===== src/rtl/dest_ip_tbl_ctrl_if.sv =====
// AXI4-Lite slave bundle for the dest-IP table controller register front end.
interface dest_ip_tbl_ctrl_if #(
   parameter int C_S_AXI_DATA_WIDTH = 32,
   parameter int C_S_AXI_ADDR_WIDTH = 32
);
   logic [C_S_AXI_ADDR_WIDTH-1:0]   S_AXI_AWADDR;
   logic                            S_AXI_AWVALID;
   logic                            S_AXI_AWREADY;
   logic [C_S_AXI_DATA_WIDTH-1:0]   S_AXI_WDATA;
   logic [C_S_AXI_DATA_WIDTH/8-1:0] S_AXI_WSTRB;
   logic                            S_AXI_WVALID;
   logic                            S_AXI_WREADY;
   logic [1:0]                      S_AXI_BRESP;
   logic                            S_AXI_BVALID;
   logic                            S_AXI_BREADY;
   logic [C_S_AXI_ADDR_WIDTH-1:0]   S_AXI_ARADDR;
   logic                            S_AXI_ARVALID;
   logic                            S_AXI_ARREADY;
   logic [C_S_AXI_DATA_WIDTH-1:0]   S_AXI_RDATA;
   logic [1:0]                      S_AXI_RRESP;
   logic                            S_AXI_RVALID;
   logic                            S_AXI_RREADY;

   modport slave (
      input  S_AXI_AWADDR, S_AXI_AWVALID, S_AXI_WDATA, S_AXI_WSTRB, S_AXI_WVALID,
             S_AXI_BREADY, S_AXI_ARADDR, S_AXI_ARVALID, S_AXI_RREADY,
      output S_AXI_AWREADY, S_AXI_WREADY, S_AXI_BRESP, S_AXI_BVALID,
             S_AXI_ARREADY, S_AXI_RDATA, S_AXI_RRESP, S_AXI_RVALID
   );

   modport master (
      output S_AXI_AWADDR, S_AXI_AWVALID, S_AXI_WDATA, S_AXI_WSTRB, S_AXI_WVALID,
             S_AXI_BREADY, S_AXI_ARADDR, S_AXI_ARVALID, S_AXI_RREADY,
      input  S_AXI_AWREADY, S_AXI_WREADY, S_AXI_BRESP, S_AXI_BVALID,
             S_AXI_ARREADY, S_AXI_RDATA, S_AXI_RRESP, S_AXI_RVALID
   );
endinterface


===== src/rtl/dest_ip_tbl_ctrl.sv =====
// AXI4-Lite command/status front end sequencing req/ack accesses to the dest-IP filter table.
module dest_ip_tbl_ctrl #(
   parameter int C_S_AXI_DATA_WIDTH = 32,
   parameter int C_S_AXI_ADDR_WIDTH = 32,
   parameter int TBL_ADDR_WIDTH     = 5,
   parameter int ACK_TIMEOUT        = 16
) (
   input  logic                          AXI_ACLK,
   input  logic                          reset,
   dest_ip_tbl_ctrl_if.slave             s_axi,
   output logic                          tbl_wr_req,
   output logic                          tbl_rd_req,
   output logic [TBL_ADDR_WIDTH-1:0]     tbl_wr_addr,
   output logic [TBL_ADDR_WIDTH-1:0]     tbl_rd_addr,
   output logic [C_S_AXI_DATA_WIDTH-1:0] tbl_wr_data,
   input  logic [C_S_AXI_DATA_WIDTH-1:0] tbl_rd_data,
   input  logic                          tbl_wr_ack,
   input  logic                          tbl_rd_ack
);
   localparam int CNT_W = $clog2(ACK_TIMEOUT + 1);

   typedef enum logic [1:0] {IDLE, WR_REQ, RD_REQ, WAIT_ACK} state_t;
   state_t state, state_nxt;

   logic                          awready_q, bvalid_q, arready_q, rvalid_q;
   logic [1:0]                    bresp_q;
   logic [C_S_AXI_DATA_WIDTH-1:0] rdata_q, rd_mux;
   logic [C_S_AXI_DATA_WIDTH-1:0] wr_data_reg, rd_data_reg, cap_data;
   logic [TBL_ADDR_WIDTH-1:0]     addr_reg, cap_addr;
   logic                          done, timeout, op_rd;
   logic [CNT_W-1:0]              ack_cnt;
   logic [2:0]                    aw_idx, ar_idx;
   logic                          aw_hs, ar_hs, busy, cmd_hit, cmd_wr, cmd_rd, ack_ok, to_hit;
   logic                          unused_ok;

   assign aw_idx  = s_axi.S_AXI_AWADDR[4:2];
   assign ar_idx  = s_axi.S_AXI_ARADDR[4:2];
   assign aw_hs   = awready_q & s_axi.S_AXI_AWVALID & s_axi.S_AXI_WVALID;
   assign ar_hs   = arready_q & s_axi.S_AXI_ARVALID;
   assign busy    = (state != IDLE);
   assign cmd_hit = aw_hs & (aw_idx == 3'd2) & ~busy;
   assign cmd_wr  = cmd_hit & (s_axi.S_AXI_WDATA == C_S_AXI_DATA_WIDTH'(1));
   assign cmd_rd  = cmd_hit & (s_axi.S_AXI_WDATA == C_S_AXI_DATA_WIDTH'(2));
   assign ack_ok  = op_rd ? tbl_rd_ack : tbl_wr_ack;
   assign to_hit  = (ack_cnt == CNT_W'(ACK_TIMEOUT - 1));

   assign s_axi.S_AXI_AWREADY = awready_q;
   assign s_axi.S_AXI_WREADY  = awready_q;
   assign s_axi.S_AXI_BVALID  = bvalid_q;
   assign s_axi.S_AXI_BRESP   = bresp_q;
   assign s_axi.S_AXI_ARREADY = arready_q;
   assign s_axi.S_AXI_RVALID  = rvalid_q;
   assign s_axi.S_AXI_RDATA   = rdata_q;
   assign s_axi.S_AXI_RRESP   = 2'b00;

   // Table outputs come from values captured at command issue, not the live staging registers.
   assign tbl_wr_addr = cap_addr;
   assign tbl_rd_addr = cap_addr;
   assign tbl_wr_data = cap_data;

   assign unused_ok = ^{s_axi.S_AXI_WSTRB,
                        s_axi.S_AXI_AWADDR[C_S_AXI_ADDR_WIDTH-1:5], s_axi.S_AXI_AWADDR[1:0],
                        s_axi.S_AXI_ARADDR[C_S_AXI_ADDR_WIDTH-1:5], s_axi.S_AXI_ARADDR[1:0]};

   always_ff @(posedge AXI_ACLK) begin
      if (reset) state <= IDLE;
      else       state <= state_nxt;
   end

   always_comb begin
      state_nxt  = state;
      tbl_wr_req = 1'b0;
      tbl_rd_req = 1'b0;
      case (state)
         IDLE: begin
            if (cmd_wr)      state_nxt = WR_REQ;
            else if (cmd_rd) state_nxt = RD_REQ;
         end
         WR_REQ: begin
            tbl_wr_req = 1'b1;
            state_nxt  = WAIT_ACK;
         end
         RD_REQ: begin
            tbl_rd_req = 1'b1;
            state_nxt  = WAIT_ACK;
         end
         WAIT_ACK: if (ack_ok || to_hit) state_nxt = IDLE;
         default:  state_nxt = IDLE;
      endcase
   end

   always_comb begin
      rd_mux = '0;
      case (ar_idx)
         3'd0:    rd_mux = wr_data_reg;
         3'd1:    rd_mux[TBL_ADDR_WIDTH-1:0] = addr_reg;
         3'd3:    rd_mux = rd_data_reg;
         3'd4:    rd_mux[2:0] = {timeout, done, busy};
         default: rd_mux = '0;
      endcase
   end

   always_ff @(posedge AXI_ACLK) begin
      if (reset) begin
         awready_q   <= 1'b0;
         bvalid_q    <= 1'b0;
         bresp_q     <= 2'b00;
         arready_q   <= 1'b0;
         rvalid_q    <= 1'b0;
         rdata_q     <= '0;
         wr_data_reg <= '0;
         addr_reg    <= '0;
         rd_data_reg <= '0;
         cap_addr    <= '0;
         cap_data    <= '0;
         op_rd       <= 1'b0;
         done        <= 1'b0;
         timeout     <= 1'b0;
         ack_cnt     <= '0;
      end else begin
         awready_q <= s_axi.S_AXI_AWVALID & s_axi.S_AXI_WVALID & ~bvalid_q & ~awready_q;
         if (aw_hs) begin
            bvalid_q <= 1'b1;
            bresp_q  <= ((aw_idx == 3'd2) && busy) ? 2'b10 : 2'b00;
            case (aw_idx)
               3'd0:    wr_data_reg <= s_axi.S_AXI_WDATA;
               3'd1:    addr_reg    <= s_axi.S_AXI_WDATA[TBL_ADDR_WIDTH-1:0];
               default: ;
            endcase
         end else if (s_axi.S_AXI_BREADY) begin
            bvalid_q <= 1'b0;
         end

         arready_q <= s_axi.S_AXI_ARVALID & ~rvalid_q & ~arready_q;
         if (ar_hs) begin
            rvalid_q <= 1'b1;
            rdata_q  <= rd_mux;
         end else if (s_axi.S_AXI_RREADY) begin
            rvalid_q <= 1'b0;
         end

         if (cmd_wr || cmd_rd) begin
            cap_addr <= addr_reg;
            op_rd    <= cmd_rd;
            done     <= 1'b0;
            timeout  <= 1'b0;
         end
         if (cmd_wr) cap_data <= wr_data_reg;

         if (state == WAIT_ACK) begin
            if (ack_ok) begin
               done <= 1'b1;
               if (op_rd) rd_data_reg <= tbl_rd_data;
            end else if (to_hit) begin
               done    <= 1'b1;
               timeout <= 1'b1;
            end else begin
               ack_cnt <= ack_cnt + 1'b1;
            end
         end else begin
            ack_cnt <= '0;
         end
      end
   end
endmodule


===== src/flat_wrapper.sv =====
// flat-port wrapper written by rule: the top's interface ports become plain ports
module dest_ip_tbl_ctrl_flat 
#(
   parameter int C_S_AXI_DATA_WIDTH = 32,
   parameter int C_S_AXI_ADDR_WIDTH = 32,
   parameter int TBL_ADDR_WIDTH     = 5,
   parameter int ACK_TIMEOUT        = 16
)
  (AXI_ACLK, reset, tbl_wr_req, tbl_rd_req, tbl_wr_addr, tbl_rd_addr, tbl_wr_data, tbl_rd_data, tbl_wr_ack, tbl_rd_ack, s_axi_S_AXI_AWADDR, s_axi_S_AXI_AWVALID, s_axi_S_AXI_WDATA, s_axi_S_AXI_WSTRB, s_axi_S_AXI_WVALID, s_axi_S_AXI_BREADY, s_axi_S_AXI_ARADDR, s_axi_S_AXI_ARVALID, s_axi_S_AXI_RREADY, s_axi_S_AXI_AWREADY, s_axi_S_AXI_WREADY, s_axi_S_AXI_BRESP, s_axi_S_AXI_BVALID, s_axi_S_AXI_ARREADY, s_axi_S_AXI_RDATA, s_axi_S_AXI_RRESP, s_axi_S_AXI_RVALID);
  dest_ip_tbl_ctrl_if #(.C_S_AXI_DATA_WIDTH(C_S_AXI_DATA_WIDTH), .C_S_AXI_ADDR_WIDTH(C_S_AXI_ADDR_WIDTH)) s_axi_i ();
  input  logic AXI_ACLK;
  input  logic reset;
  output logic tbl_wr_req;
  output logic tbl_rd_req;
  output logic [TBL_ADDR_WIDTH-1:0] tbl_wr_addr;
  output logic [TBL_ADDR_WIDTH-1:0] tbl_rd_addr;
  output logic [C_S_AXI_DATA_WIDTH-1:0] tbl_wr_data;
  input  logic [C_S_AXI_DATA_WIDTH-1:0] tbl_rd_data;
  input  logic tbl_wr_ack;
  input  logic tbl_rd_ack;
  input wire logic [$bits(s_axi_i.S_AXI_AWADDR)-1:0] s_axi_S_AXI_AWADDR;
  input wire logic [$bits(s_axi_i.S_AXI_AWVALID)-1:0] s_axi_S_AXI_AWVALID;
  input wire logic [$bits(s_axi_i.S_AXI_WDATA)-1:0] s_axi_S_AXI_WDATA;
  input wire logic [$bits(s_axi_i.S_AXI_WSTRB)-1:0] s_axi_S_AXI_WSTRB;
  input wire logic [$bits(s_axi_i.S_AXI_WVALID)-1:0] s_axi_S_AXI_WVALID;
  input wire logic [$bits(s_axi_i.S_AXI_BREADY)-1:0] s_axi_S_AXI_BREADY;
  input wire logic [$bits(s_axi_i.S_AXI_ARADDR)-1:0] s_axi_S_AXI_ARADDR;
  input wire logic [$bits(s_axi_i.S_AXI_ARVALID)-1:0] s_axi_S_AXI_ARVALID;
  input wire logic [$bits(s_axi_i.S_AXI_RREADY)-1:0] s_axi_S_AXI_RREADY;
  output wire logic [$bits(s_axi_i.S_AXI_AWREADY)-1:0] s_axi_S_AXI_AWREADY;
  output wire logic [$bits(s_axi_i.S_AXI_WREADY)-1:0] s_axi_S_AXI_WREADY;
  output wire logic [$bits(s_axi_i.S_AXI_BRESP)-1:0] s_axi_S_AXI_BRESP;
  output wire logic [$bits(s_axi_i.S_AXI_BVALID)-1:0] s_axi_S_AXI_BVALID;
  output wire logic [$bits(s_axi_i.S_AXI_ARREADY)-1:0] s_axi_S_AXI_ARREADY;
  output wire logic [$bits(s_axi_i.S_AXI_RDATA)-1:0] s_axi_S_AXI_RDATA;
  output wire logic [$bits(s_axi_i.S_AXI_RRESP)-1:0] s_axi_S_AXI_RRESP;
  output wire logic [$bits(s_axi_i.S_AXI_RVALID)-1:0] s_axi_S_AXI_RVALID;
  assign s_axi_i.S_AXI_AWADDR = s_axi_S_AXI_AWADDR;
  assign s_axi_i.S_AXI_AWVALID = s_axi_S_AXI_AWVALID;
  assign s_axi_i.S_AXI_WDATA = s_axi_S_AXI_WDATA;
  assign s_axi_i.S_AXI_WSTRB = s_axi_S_AXI_WSTRB;
  assign s_axi_i.S_AXI_WVALID = s_axi_S_AXI_WVALID;
  assign s_axi_i.S_AXI_BREADY = s_axi_S_AXI_BREADY;
  assign s_axi_i.S_AXI_ARADDR = s_axi_S_AXI_ARADDR;
  assign s_axi_i.S_AXI_ARVALID = s_axi_S_AXI_ARVALID;
  assign s_axi_i.S_AXI_RREADY = s_axi_S_AXI_RREADY;
  assign s_axi_S_AXI_AWREADY = s_axi_i.S_AXI_AWREADY;
  assign s_axi_S_AXI_WREADY = s_axi_i.S_AXI_WREADY;
  assign s_axi_S_AXI_BRESP = s_axi_i.S_AXI_BRESP;
  assign s_axi_S_AXI_BVALID = s_axi_i.S_AXI_BVALID;
  assign s_axi_S_AXI_ARREADY = s_axi_i.S_AXI_ARREADY;
  assign s_axi_S_AXI_RDATA = s_axi_i.S_AXI_RDATA;
  assign s_axi_S_AXI_RRESP = s_axi_i.S_AXI_RRESP;
  assign s_axi_S_AXI_RVALID = s_axi_i.S_AXI_RVALID;
  dest_ip_tbl_ctrl #(.C_S_AXI_DATA_WIDTH(C_S_AXI_DATA_WIDTH), .C_S_AXI_ADDR_WIDTH(C_S_AXI_ADDR_WIDTH), .TBL_ADDR_WIDTH(TBL_ADDR_WIDTH), .ACK_TIMEOUT(ACK_TIMEOUT)) u_core (.AXI_ACLK(AXI_ACLK), .reset(reset), .s_axi(s_axi_i), .tbl_wr_req(tbl_wr_req), .tbl_rd_req(tbl_rd_req), .tbl_wr_addr(tbl_wr_addr), .tbl_rd_addr(tbl_rd_addr), .tbl_wr_data(tbl_wr_data), .tbl_rd_data(tbl_rd_data), .tbl_wr_ack(tbl_wr_ack), .tbl_rd_ack(tbl_rd_ack));
endmodule

===== config.mk =====
export PLATFORM = sky130hd
export DESIGN_NAME = dest_ip_tbl_ctrl_flat
export DESIGN_NICKNAME = d
export VERILOG_FILES = /design/src/rtl/dest_ip_tbl_ctrl_if.sv /design/src/rtl/dest_ip_tbl_ctrl.sv /design/src/flat_wrapper.sv
export SDC_FILE = /design/constraint.sdc
export NUM_CORES = 1
export LEC_CHECK = 0
export BUFFER_PORTS_ARGS = -buffer_cell sky130_fd_sc_hd__clkbuf_2
export CAP_MARGIN = 20
export CORE_MARGIN = 5
export CORE_UTILIZATION = 46
export CTS_BUF_LIST = sky130_fd_sc_hd__clkbuf_4
export DETAILED_ROUTE_END_ITERATION = 7
export PLACE_DENSITY = 0.88
export SETUP_SLACK_MARGIN = 0.5
export SLEW_MARGIN = 15
export SYNTH_ARGS = -nofsm -noshare
export SYNTH_HDL_FRONTEND = slang
export SYNTH_SLANG_ARGS = --single-unit
export TNS_END_PERCENT = 50

===== constraint.sdc =====
create_clock -name AXI_ACLK -period 2 [get_ports AXI_ACLK]
set_input_delay 0.1 -clock AXI_ACLK [delete_from_list [all_inputs] [get_ports AXI_ACLK]]
set_output_delay 0.1 -clock AXI_ACLK [all_outputs]
set_load 0.05 [all_outputs]

==> impl_summary.md, run 1 <==
Route
The routed design has 21800 um of wire. The final routed DRC violation total is 0. In the routed layout, each cell is associated on average with a via count of 5.58.

The number of iterations in the first detailed-routing pass is 8. The iteration-0 DRC count of the detailed router is 649. The total number of vias is 6207.

The remaining antenna violation count is 0. The routed wire length per instance is 19.6 um.

Cells and area
The area added between synthesis and finish is 47.8%. The layout net count is between 1k and 1.5k. In the final layout, the share of cells above drive strength 1 is 36.7%.

The library cells used most frequently in the layout, excluding fill and tap cells, are sky130_fd_sc_hd__clkbuf_2, sky130_fd_sc_hd__dfxtp_1, sky130_fd_sc_hd__nand2_1. The library cell used most frequently in the layout, excluding fill and tap cells, is sky130_fd_sc_hd__clkbuf_2. Cells fill roughly 69% of the core in the end. The antenna diode count is 0.

GRT
Across every metal layer, demand over resource in global routing totals 23.8%. Entering global routing, the biggest net connects 63 pins. The number of global-route vias before repair is ~6.0k. The total overflow reported by the global router is 0. The number of antenna violations at the first check in global routing came to 0. The wire length of the first global-routing pass is slightly above 30000 um.

Logic synthesis
Summed over its instances, the top area cell type makes up 50.3% of the synthesized netlist area. Synthesis produced a netlist whose cell count is 693. The synthesized area per cell is 8.78 um^2.

In this run the cell area of the synthesized design comes to 6090 um^2. Summing the sequential cell areas from Yosys gives 50.3% of the chip area. The most used flip-flop cell after synthesis is sky130_fd_sc_hd__dfxtp_1.

In this run, synthesis produced a sequential element count of around 150. The top cell type by total area after synthesis is sky130_fd_sc_hd__dfxtp_1. By area the synthesized netlist is led by sky130_fd_sc_hd__dfxtp_1, sky130_fd_sc_hd__nand2_1, sky130_fd_sc_hd__mux2i_1. In this run, distinct cell masters in the synthesized netlist total 48.

In this run, synthesis inferred 0 flip-flops with an integrated enable. The async set-reset flop share out of synthesis is 0%. The Yosys step of the flow raised 0 warnings.

Placement
During placement, the flow inserted port buffers numbering 160. The congestion estimate from routability-driven global placement came to 0.844. Summed over all nets, the half-perimeter wirelength after detailed placement is 11800 um.

STA
The worst-case headroom to the max-slew limit is 52.6%. The final setup slack of the worst path is -0.0376 ns. For the pin with the worst max-slew slack, the measured transition is 0.711 ns. The post-layout minimum cycle time is 2.04 ns. The number of endpoints with negative hold slack in the final report is 1. Between clock sinks in the finished design, the worst skew comes to 0.0207 ns.

Dividing the final minimum period by the clock period gives 102%. Setup repair after global routing could not meet its margin everywhere. The number of pins exceeding their max-slew limit in the final report is 0.

Setup total negative slack on the finished layout was measured at -0.0376 ns. The hold slack is -0.136 ns. The final-report setup violation count is 1. The fmax is around 0.49 GHz.

Setup path
The maximum fanout along the worst path is 11. The sort of element at the end of the critical path is a register. The critical setup path kind is reg -> reg. The number of cells on the worst reg-to-reg path is 8. In this run the critical register-to-register path is captured at u_core.tbl_wr_data[22].

Tracing the worst setup path back leads to its startpoint at u_core.state[1]. The worst register-to-register path begins at u_core.state[1]. STA classifies the critical path startpoint as a register. The critical path data arrival time is ~2.4 ns. The reg-to-reg setup timing slack is -0.04 ns. The critical path ends at u_core.tbl_wr_data[22]. At the worst endpoint, the required time is 2.40 ns.

Floorplanning
In this run the count of I/O pins placed on the die edge is ~230. In this run the horizontal extent of the chip is 125 um. The floorplan step defined a core boundary enclosing 13100 um^2. Measured along the y axis, the die boundary spans 125 um. For this configuration, the core starts out at a cell density of 46.5%. The die covers 15600 um^2. The number of core rows is 42.

Hold path
The path category of the worst min-delay check is in -> reg.

Clock tree
The number of clock buffers added by TritonCTS is 17. The clock reaches the later pin of the worst-skew pair after around 0.54 ns. The clock-pin slew of the registers on the worst-case setup and hold paths is 0.13 ns. The maximum root-to-sink buffer count is 2. The clock tree from TritonCTS is built. The number of sinks handled by clock tree synthesis is about 150.

The maximum level of the CTS H-tree is 4. The tree is rooted in a sky130_fd_sc_hd__clkbuf_4.

Pwr
The leakage power is 3.56 nW. Across the VDD grid, the largest voltage drop is 0.305 mV. Dividing total power by cell area gives a power density of 670 nW/um^2.

Run status
The run finished, with violations left. The checks that failed: hold timing, setup timing.

Job
The max-cap check violation count is 0.
## worst max-delay path, cell delays in order (launching register included)
cell                      delay (ns)
sky130_fd_sc_hd__dfxtp_2        0.36
sky130_fd_sc_hd__inv_2          0.08
sky130_fd_sc_hd__ha_4           0.14
sky130_fd_sc_hd__nor4b_4        0.22
sky130_fd_sc_hd__and4b_4        0.28
sky130_fd_sc_hd__and4_4         0.30
sky130_fd_sc_hd__buf_12         0.17
sky130_fd_sc_hd__mux2i_2        0.26
sky130_fd_sc_hd__nor2_2         0.07
## cell usage after synthesis (4+ instances only)
cell	instances
sky130_fd_sc_hd__mux2i_1	48
sky130_fd_sc_hd__nand2b_1	4
sky130_fd_sc_hd__a211oi_1	5
sky130_fd_sc_hd__a221oi_1	27
sky130_fd_sc_hd__dfxtp_1	153
sky130_fd_sc_hd__buf_12	4
sky130_fd_sc_hd__nor2_1	86
sky130_fd_sc_hd__nand2_1	139
sky130_fd_sc_hd__nor3_1	30
sky130_fd_sc_hd__buf_4	9
sky130_fd_sc_hd__nand3_1	5
sky130_fd_sc_hd__o21ai_0	4
sky130_fd_sc_hd__nor4_1	7
sky130_fd_sc_hd__ha_1	7
sky130_fd_sc_hd__clkbuf_1	43
sky130_fd_sc_hd__a21oi_1	74
sky130_fd_sc_hd__inv_1	5
## through the flow
step                      power [mW]  hold slack, ns  std cells  setup WS, ns  cell area, um^2
after floorplan                 3.45           0.210        695         0.192             6180
after global placement          3.63           0.326        997         0.130             7140
after detailed placement        3.64           0.335        997        0.0892             7140
after CTS                       6.00          -0.198       1103         0.112             8280
after global routing            6.22          -0.184       1113        -0.106             9000
final                           6.03          -0.136       1113       -0.0376             9000
## how the worst min path moves through the flow
stage	from	endpoint	cells past startpoint	slack, ns
final	s_axi_S_AXI_WDATA[7]	u_core.wr_data_reg[7]	3	-0.14
after global routing	s_axi_S_AXI_WDATA[7]	u_core.wr_data_reg[7]	3	-0.18
after CTS	s_axi_S_AXI_WDATA[7]	u_core.wr_data_reg[7]	3	-0.20
after detailed placement	tbl_rd_data[2]	u_core.rd_data_reg[2]	3	0.33
after global placement	s_axi_S_AXI_AWVALID	u_core.s_axi.S_AXI_AWREADY	3	0.33
after floorplan	s_axi_S_AXI_AWVALID	u_core.s_axi.S_AXI_AWREADY	2	0.21
## repair_timing
item,4_1_cts,5_1_grt
endpoints found under the hold margin,75,2
hold buffers,68,1
resized for setup,3,146
pin swaps,3,61
buffers inserted,8,3
endpoints found under the setup margin,73,134
gates cloned,1,6
## layout make-up
| type | instances | area, um^2 |
|---|---|---|
| Clock buffer | 20 | 150 |
| Clock inverter | 9 | 199 |
| Fill cell | 899 | 4090 |
| Inverter | 5 | 18.8 |
| Multi-Input combinational cell | 480 | 3270 |
| Sequential cell | 153 | 3080 |
| Tap cell | 176 | 220 |
| Timing Repair Buffer | 270 | 2070 |
## layer usage
metal,global-route usage [%],routed length [um]
met3,6.70,1720
met4,11.6,1080
met5,0,0
met2,40.7,10600
met1,27.4,8410
## where the power goes
part	total (mW)	leakage (nW)	switching [mW]	internal (mW)
sequential	3.10	1.24	0.0219	3.08
clock	2.30	0.189	1.04	1.26
combinational	0.629	2.14	0.389	0.240
## kinds of logic (layout without fill, tap and decap cells)
logic type / after synthesis / after routing / synth area share (%)
compound gates: 120 / 120 / 12.2
xor+xnor: 4 / 4 / 0.576
fa+ha+maj: 7 / 7 / 1.44
buf+inv: 62 / 304 / 5.47
flops: 153 / 153 / 50.3
mux: 49 / 49 / 8.08
other cells: 1 / 3 / 0.0616
simple gates: 297 / 297 / 21.8
Note: power is estimated with default switching activity, not from simulation.
==> inputs of run 2 (changes only) <==
--- a/config.mk
+++ b/config.mk
@@ -7,8 +7,10 @@
 export LEC_CHECK = 0
 export BUFFER_PORTS_ARGS = -buffer_cell sky130_fd_sc_hd__clkbuf_2
 export CAP_MARGIN = 20
+export CELL_PAD_IN_SITES_DETAIL_PLACEMENT = 0
+export CELL_PAD_IN_SITES_GLOBAL_PLACEMENT = 1
 export CORE_MARGIN = 5
-export CORE_UTILIZATION = 46
+export CORE_UTILIZATION = 33
 export CTS_BUF_LIST = sky130_fd_sc_hd__clkbuf_4
 export DETAILED_ROUTE_END_ITERATION = 7
 export PLACE_DENSITY = 0.88
==> impl_summary.md, run 2 (same netlist as run 1, synthesis figures left out) <==
Setup path
The number of cells on the worst reg-to-reg path is 8 (unchanged). The worst path required time is 2.41 ns (about the same). The sort of element at the end of the critical path is a register.

The reg-to-reg setup timing slack is 0.08 ns (+0.12 ns). The maximum fanout along the worst path is 11 (unchanged). The reg-to-reg startpoint is u_core.state[1]. The critical path data arrival time is 2.33 ns (-0.11 ns). The worst register-to-register path ends at u_core.tbl_wr_data[19]. The critical path startpoint category is a register.

The critical path is of the reg -> reg type.

GRT
The global routing usage summed across all routing layers was 17.6% (-6.2 points). The number of global-route vias before repair is 5638 (-6.0%). The wire length of the first global-routing pass was 30100 um (-0.28%). The total overflow reported by the global router came to 0 (unchanged).

The number of antenna violations at the first check in global routing is 0 (unchanged). The pin count of the biggest net entering global routing is 65 (+3.2%).

Cells and area
The fill cell total of the finished layout is 1788 (+99%). Leaving out fill and tap cells, the most frequent cells in the layout are sky130_fd_sc_hd__clkbuf_2, sky130_fd_sc_hd__dfxtp_1, sky130_fd_sc_hd__nand2_1. The antenna diode count is 0 (unchanged). The layout cell share with drive strength beyond 1 is 28.7% (-8.0 points).

The layout net count is 1076 (+0.093%). The area added between synthesis and finish is 40.1%. The fraction of the core area covered by cells at the end of the flow was 47.2% (-22 points). The library cell used most frequently in the layout, excluding fill and tap cells, is sky130_fd_sc_hd__clkbuf_2.

Hold path
The worst hold path stage count was 4 (+1). The worst hold path terminates at u_core.addr_reg[4]. The start point of the worst hold path is s_axi_S_AXI_AWADDR[2]. The path category of the worst min-delay check is in -> reg.

Floorplanning
The core footprint is 18100 um^2 (+38%). The number of core rows came to 49 (+17%). The vertical die dimension is 146 um (+17%). The top-level port count is 226 (unchanged).

The starting density of the core is 33.7% (-13 points). The horizontal die dimension is 146 um (+17%). The die area is 21300 um^2 (+36%).

STA
The final-report setup violation count is 0 (-1). The setup skew after layout is 0.0176 ns (-0.00311 ns). The worst-case headroom to the max-slew limit is 50.3% (-2.3 points). The post-route clock period utilization is 95.9% (-6.0 points). The number of endpoints with negative hold slack in the final report is 0 (-1). The number of pins exceeding their max-slew limit in the final report is 0 (unchanged). The final total negative setup slack came to 0 ns (+0.0376 ns). The measured slew at the worst slew-check pin is 0.743 ns (+0.0322 ns). The fmax is 0.522 GHz (+6.3%). Setup repair after global routing could not meet its margin everywhere. The post-layout minimum cycle time is 1.92 ns (-0.120 ns).

The final setup slack of the worst path is 0.0827 ns (+0.120 ns).

Run status
The run finished with clean final reports.

Route
The total number of vias is 5740 (-7.5%). The iteration-0 DRC count of the detailed router is 234 (-64%). The remaining antenna violation count is 0 (unchanged). The final routed DRC violation total was 0 (unchanged).

The number of iterations in the first detailed-routing pass is 4 (-4). The via density per instance came to 4.91 (-12%). The total length of routed wires came to 19900 um (-8.9%). The routed wire length per instance is 17.0 um (-13%).

Placement
The worst slack at placement was -0.0701 ns (-0.159 ns). The final weighted congestion of routability-driven global placement is 0.813 (-3.7%). The count of input and output buffers was 160 (unchanged). The HPWL after detailed placement is 12600 um (+6.8%).

Pwr
The leakage power is 3.39 nW (-4.8%). The maximum resistive drop on vdd is 0.407 mV (+34%). The overall power was 5.63 mW (-6.6%).

The power density relative to cell area was 660 nW/um^2 (-1.5%).

Clock tree
The number of clock buffers inserted by TritonCTS is 17 (unchanged). The maximum level of the CTS H-tree is 4 (unchanged). The clock tree from TritonCTS is built. The clock-pin slew of the registers on the worst-case setup and hold paths is 0.13 ns (about the same). The cell at the root of the clock tree is sky130_fd_sc_hd__clkbuf_4. The number of sinks handled by clock tree synthesis came to 153 (unchanged). The maximum root-to-sink buffer count is 2 (unchanged). The worst-skew pair later-pin latency is 0.52 ns (-0.02 ns).

Job
The max-cap check violation count is 0 (unchanged).
## run 2: how the worst max path moves through the flow
stage | endpoint | startpoint | slack [ns]
after global placement | u_core.tbl_wr_data[14] | s_axi_S_AXI_WDATA[19] | -0.02
after floorplan | u_core.tbl_wr_data[2] | u_core.state[1] | 0.19
after CTS | u_core.tbl_wr_data[9] | u_core.state[1] | 0.10
final | u_core.tbl_wr_data[19] | u_core.state[1] | 0.08
after detailed placement | u_core.tbl_wr_data[19] | s_axi_S_AXI_WDATA[19] | -0.07
after global routing | u_core.tbl_wr_data[0] | u_core.state[1] | 0.02
## run 2: what timing repair did
action,4_1_cts,5_1_grt
buffers inserted,7,2
setup endpoints to repair,83,117
cloned,1,3
hold endpoints to repair,87,0
hold buffers,71,0
pin swaps,2,4
resized for setup,7,28
## run 2: cell type report
| cell class | instances | area [um^2] | area share (%) |
|---|---|---|---|
| clock inverters | 14 | 156 | 1.83 |
| clock buffers | 17 | 128 | 1.50 |
| flip-flops and latches | 153 | 3080 | 36.1 |
| repair buffers | 271 | 1990 | 23.3 |
| well taps | 229 | 287 | 3.36 |
| multi-input cells | 480 | 2870 | 33.7 |
| inverters | 5 | 21.3 | 0.249 |
## run 2: per-stage QoR
stage	hold WS [ns]	std cells	cell area (um^2)
CTS	0.0222	1164	8330
finish	0.0917	1169	8530
floorplan	0.210	695	6180
detailed placement	0.330	1054	7230
global route	0.0390	1169	8530
global placement	0.323	1054	7230
## run 2: critical path, stage by stage, from the launching register on
cell and delay (ns):
sky130_fd_sc_hd__dfxtp_2 0.35, sky130_fd_sc_hd__inv_2 0.07, sky130_fd_sc_hd__ha_4 0.13, sky130_fd_sc_hd__nor4b_4 0.20, sky130_fd_sc_hd__and4b_4 0.27, sky130_fd_sc_hd__and4_4 0.32, sky130_fd_sc_hd__buf_12 0.18, sky130_fd_sc_hd__mux2i_1 0.21
sky130_fd_sc_hd__nor2_1 0.06
## run 2: routing by layer
layer | track usage, % | up-vias | wire (um)
met2 | 29.1 | 161 | 9480
li1 | - | 2846 | -
met3 | 4.95 | 20 | 1020
met1 | 22.7 | 2713 | 9110
met4 | 4.65 | 0 | 308
met5 | 0 | - | 0
## run 2: report_power, final
| part | switching (mW) | leakage [nW] | internal (mW) |
|---|---|---|---|
| combinational | 0.362 | 2.01 | 0.239 |
| clock | 1.09 | 0.146 | 0.846 |
| sequential | 0.0184 | 1.24 | 3.08 |
| total | 1.47 | 3.39 | 4.16 |
==> inputs of run 3 (changes only) <==
--- a/config.mk
+++ b/config.mk
@@ -5,6 +5,7 @@
 export SDC_FILE = /design/constraint.sdc
 export NUM_CORES = 1
 export LEC_CHECK = 0
+export ABC_AREA = 1
 export BUFFER_PORTS_ARGS = -buffer_cell sky130_fd_sc_hd__clkbuf_2
 export CAP_MARGIN = 20
 export CELL_PAD_IN_SITES_DETAIL_PLACEMENT = 0
==> impl_summary.md, run 3 <==
Run status
The flow ran to the end, and the final reports show no timing, DRC or antenna violations.

Route
The remaining antenna violation count was 0 (unchanged). The total number of vias was 5875 (+2.4%). The total length of routed wires is 19400 um (-2.4%).

The routed wire length per instance is 15.7 um (-8.0%). The number of iterations in the first detailed-routing pass was 6 (+2). The final routed DRC violation total is 0 (unchanged). The via density per instance was 4.74 (-3.5%). The iteration-0 DRC count of the detailed router is 219 (-6.4%).

Logic synthesis
The count of flip-flops with a built-in enable after synthesis is 0 (unchanged). The fraction of synthesized cell area taken by the top area cell type is 49.4% (-0.91 points). The top cell type by total area after synthesis is sky130_fd_sc_hd__dfxtp_1. The most used standard cell by instance count after synthesis is sky130_fd_sc_hd__dfxtp_1.

Ranked by instance count, the synthesized netlist is headed by sky130_fd_sc_hd__dfxtp_1, sky130_fd_sc_hd__inv_1, sky130_fd_sc_hd__o21ai_0. The total of warnings raised by yosys is 0 (unchanged). The synthesized area per cell is 8.18 um^2 (-6.9%). By area, the combinational part of the netlist is dominated by compound AO/OA/AOI/OAI gates. The area fraction in and, or, nand and nor cells after synthesis is 9.91% (-12 points).

The share of the synthesized netlist area taken by xor and xnor gates is 0.141% (-0.43 points). The async set-reset flop share out of synthesis came to 0% (unchanged). The fraction of the mapped netlist area in adder cells came to 1.41% (-0.026 points). The fraction of the mapped netlist area in compound gates is 26.8% (+15 points). The post-synthesis sequential area ratio is 49.4% (-0.91 points). The fraction of synthesized area in multiplexers came to 0.161% (-7.9 points). By area the synthesized netlist is led by sky130_fd_sc_hd__dfxtp_1, sky130_fd_sc_hd__o21ai_0, sky130_fd_sc_hd__inv_1. The distinct cell type count of the synthesized netlist is 32 (-33%). Among all flip-flop cells after synthesis, the most frequent one is sky130_fd_sc_hd__dfxtp_1. The total standard cell area after synthesis is 6200 um^2 (+1.8%).

The number of synthesized register bits is 153 (unchanged). The instance count of the mapped netlist is 758 (+9.4%).

Floorplanning
The starting density of the core is 33.4% (-0.29 points). The die area is 21600 um^2 (+1.7%). The vertical die dimension is 147 um (+0.86%). The number of core rows is 50 (+2.0%).

The horizontal die dimension is 147 um (+0.86%). The top-level port count is 226 (unchanged). The core footprint is 18600 um^2 (+2.7%).

STA
The fmax is 0.652 GHz (+25%). The measured slew at the worst slew-check pin is 0.724 ns (-0.0195 ns). The worst-case headroom to the max-slew limit is 51.8% (+1.5 points).

The setup skew after layout is 0.0211 ns (+0.00347 ns). Setup repair after global routing could not meet its margin everywhere. The post-layout minimum cycle time is 1.53 ns (-0.383 ns). The post-route clock period utilization is 76.7% (-19 points). The number of endpoints with negative hold slack in the final report is 0 (unchanged).

The final setup slack of the worst path is 0.466 ns (+0.383 ns). The number of pins exceeding their max-slew limit in the final report was 0 (unchanged). The final total negative setup slack came to 0 ns (unchanged). The hold slack came to 0.0634 ns (-0.0284 ns). The final-report setup violation count is 0 (unchanged).

GRT
The pin count of the biggest net entering global routing was 75 (+15%). The global routing usage summed across all routing layers was 17.3% (-0.28 points). The number of antenna violations at the first check in global routing is 1 (+1).

The total overflow reported by the global router is 0 (unchanged). The number of global-route vias before repair was 5829 (+3.4%). The wire length of the first global-routing pass came to 29900 um (-0.71%).

Hold path
The worst hold path stage count came to 5 (+1). The min-delay analysis places its worst path in the category in -> reg.

Clock tree
The clock-pin slew of the registers on the worst-case setup and hold paths is 0.12 ns (about the same). The number of sinks handled by clock tree synthesis is 153 (unchanged). The number of clock buffers inserted by TritonCTS is 17 (unchanged). The clock tree from TritonCTS is built.

The maximum level of the CTS H-tree came to 4 (unchanged). The worst-skew pair later-pin latency is 0.55 ns (+0.03 ns). The maximum root-to-sink buffer count was 2 (unchanged). The root buffer cell chosen for the clock tree is sky130_fd_sc_hd__clkbuf_4.

Cells and area
Leaving out fill and tap cells, the most frequent cell in the layout is sky130_fd_sc_hd__clkbuf_2. The number of cells in the finished layout apart from fillers is 1240 (+6.1%). The library cells used most frequently in the layout, excluding fill and tap cells, are sky130_fd_sc_hd__clkbuf_2, sky130_fd_sc_hd__dfxtp_1, sky130_fd_sc_hd__inv_1.

The layout net count is 1141 (+6.0%). The layout cell share with drive strength beyond 1 was 29.0% (+0.30 points). The antenna diode count is 0 (unchanged).

The area added between synthesis and finish is 40.3% (about the same).

Setup path
The worst setup path is of the in -> reg kind. The critical path startpoint category is a primary input. The maximum fanout along the worst path is 5 (-6). The sort of element at the end of the critical path is a register. The worst path required time is 2.48 ns (+0.07 ns).

The critical path data arrival time is 2.01 ns (-0.32 ns). The number of cells on the worst reg-to-reg path is 11 (+3).

Pwr
The overall power is 6.02 mW (+6.9%). The logic gate share of total power is 15.9% (+5.2 points). The leakage power is 3.63 nW (+7.2%). The internal power is 4.26 mW (+2.3%). The share of total power consumed by net switching is 29.2% (+3.1 points). The maximum resistive drop on vdd is 0.324 mV (-21%).

The power density relative to cell area is 692 nW/um^2 (+4.8%). The net switching power of the design is 1.76 mW (+20%). The portion of total power attributed to the clock network is 31.8% (-2.6 points). The relative contribution of sequential cells to total power is 52.3% (-2.7 points).

Placement
The final weighted congestion of routability-driven global placement is 0.797 (-1.9%). The count of input and output buffers is 160 (unchanged). The post-placement cell count is 1115 (+5.8%). The HPWL after detailed placement came to 12600 um (about the same). The worst slack at placement is 0.218 ns (+0.288 ns).

Job
The max-cap check violation count is 0 (unchanged).
## run 3: changes by cell type after synthesis, moves of 13 or more
cell                       delta
sky130_fd_sc_hd__a211oi_2    +28
sky130_fd_sc_hd__a21oi_1     +13
sky130_fd_sc_hd__a221oi_1    -27
sky130_fd_sc_hd__inv_1      +114
sky130_fd_sc_hd__mux2i_1     -47
sky130_fd_sc_hd__nand2_1    -102
sky130_fd_sc_hd__nor3_1      -29
sky130_fd_sc_hd__o21ai_0    +104
sky130_fd_sc_hd__o221ai_1    +26
## run 3: timing repair
item                                    CTS  global route
endpoints found under the setup margin   48            68
gates resized for setup                  15            42
buffers inserted                          2             8
endpoints found under the hold margin    81             5
cloned                                    1             5
hold buffers                             75             2
pin swaps                                 2            10
## run 3: layer usage
metal	global-route usage [%]	part of all wire (%)
met3	5.80	6.8
met1	20.8	42
met5	0	0.036
met2	30.1	49
met4	4.29	1.6
## run 3: stage by stage
step                      cell area [um^2]  utilization [%]
after floorplan                       6210                -
after global placement                7230             38.9
after detailed placement              7230             38.9
after CTS                             8340             44.9
after global routing                  8700             46.8
final                                 8700             46.8
## run 3: worst max-delay path, cell delays in order
cell and delay [ns]:
sky130_fd_sc_hd__dlygate4sd3_1 0.56, sky130_fd_sc_hd__clkbuf_2 0.13, sky130_fd_sc_hd__nor2_1 0.12, sky130_fd_sc_hd__nand4_1 0.19, sky130_fd_sc_hd__nor2_2 0.23, sky130_fd_sc_hd__buf_4 0.15
sky130_fd_sc_hd__nand2_4 0.11, sky130_fd_sc_hd__nand3_2 0.10, sky130_fd_sc_hd__nand2_2 0.07, sky130_fd_sc_hd__nand2_1 0.07, sky130_fd_sc_hd__nand2_1 0.05, sky130_fd_sc_hd__nor2_1 0.09
## run 3: path summary, 6_finish.rpt
| kind | from | end | slack [ns] |
|---|---|---|---|
| max | s_axi_S_AXI_WDATA[20] | u_core.state[1] | 0.47 |
| min | s_axi_S_AXI_AWADDR[4] | u_core.addr_reg[2] | 0.06 |
| max reg2reg | u_core.state[0] | u_core.state[1] | 0.49 |
| min reg2reg | u_core.s_axi.S_AXI_ARREADY | u_core.s_axi.S_AXI_ARREADY | 0.44 |
## run 3: cell type report
type                       count  area, um^2
fill                        1769        9880
sequential                   153        3080
multi-input combinational    431        2570
timing repair buffer         269        2000
inverter                     121         472
tap                          234         293
clock inverter                14         146
clock buffer                  18         135
## run 3: power groups by stage
stage,Combinational [mW],Sequential [mW],Clock [mW]
after CTS,0.868,3.14,1.99
after detailed placement,0.728,3.20,0
final,0.956,3.15,1.92
after global routing,1.04,3.15,2.14
after floorplan,0.388,3.29,0
after global placement,0.716,3.20,0
## run 3: cell families after synthesis
logic type	after synthesis
flip-flops	153
other	1
buffers and inverters	177
adder cells (fa/ha/maj)	7
AND/OR/NAND/NOR	152
AO/OA/AOI/OAI	266
multiplexers	1
XOR/XNOR	1
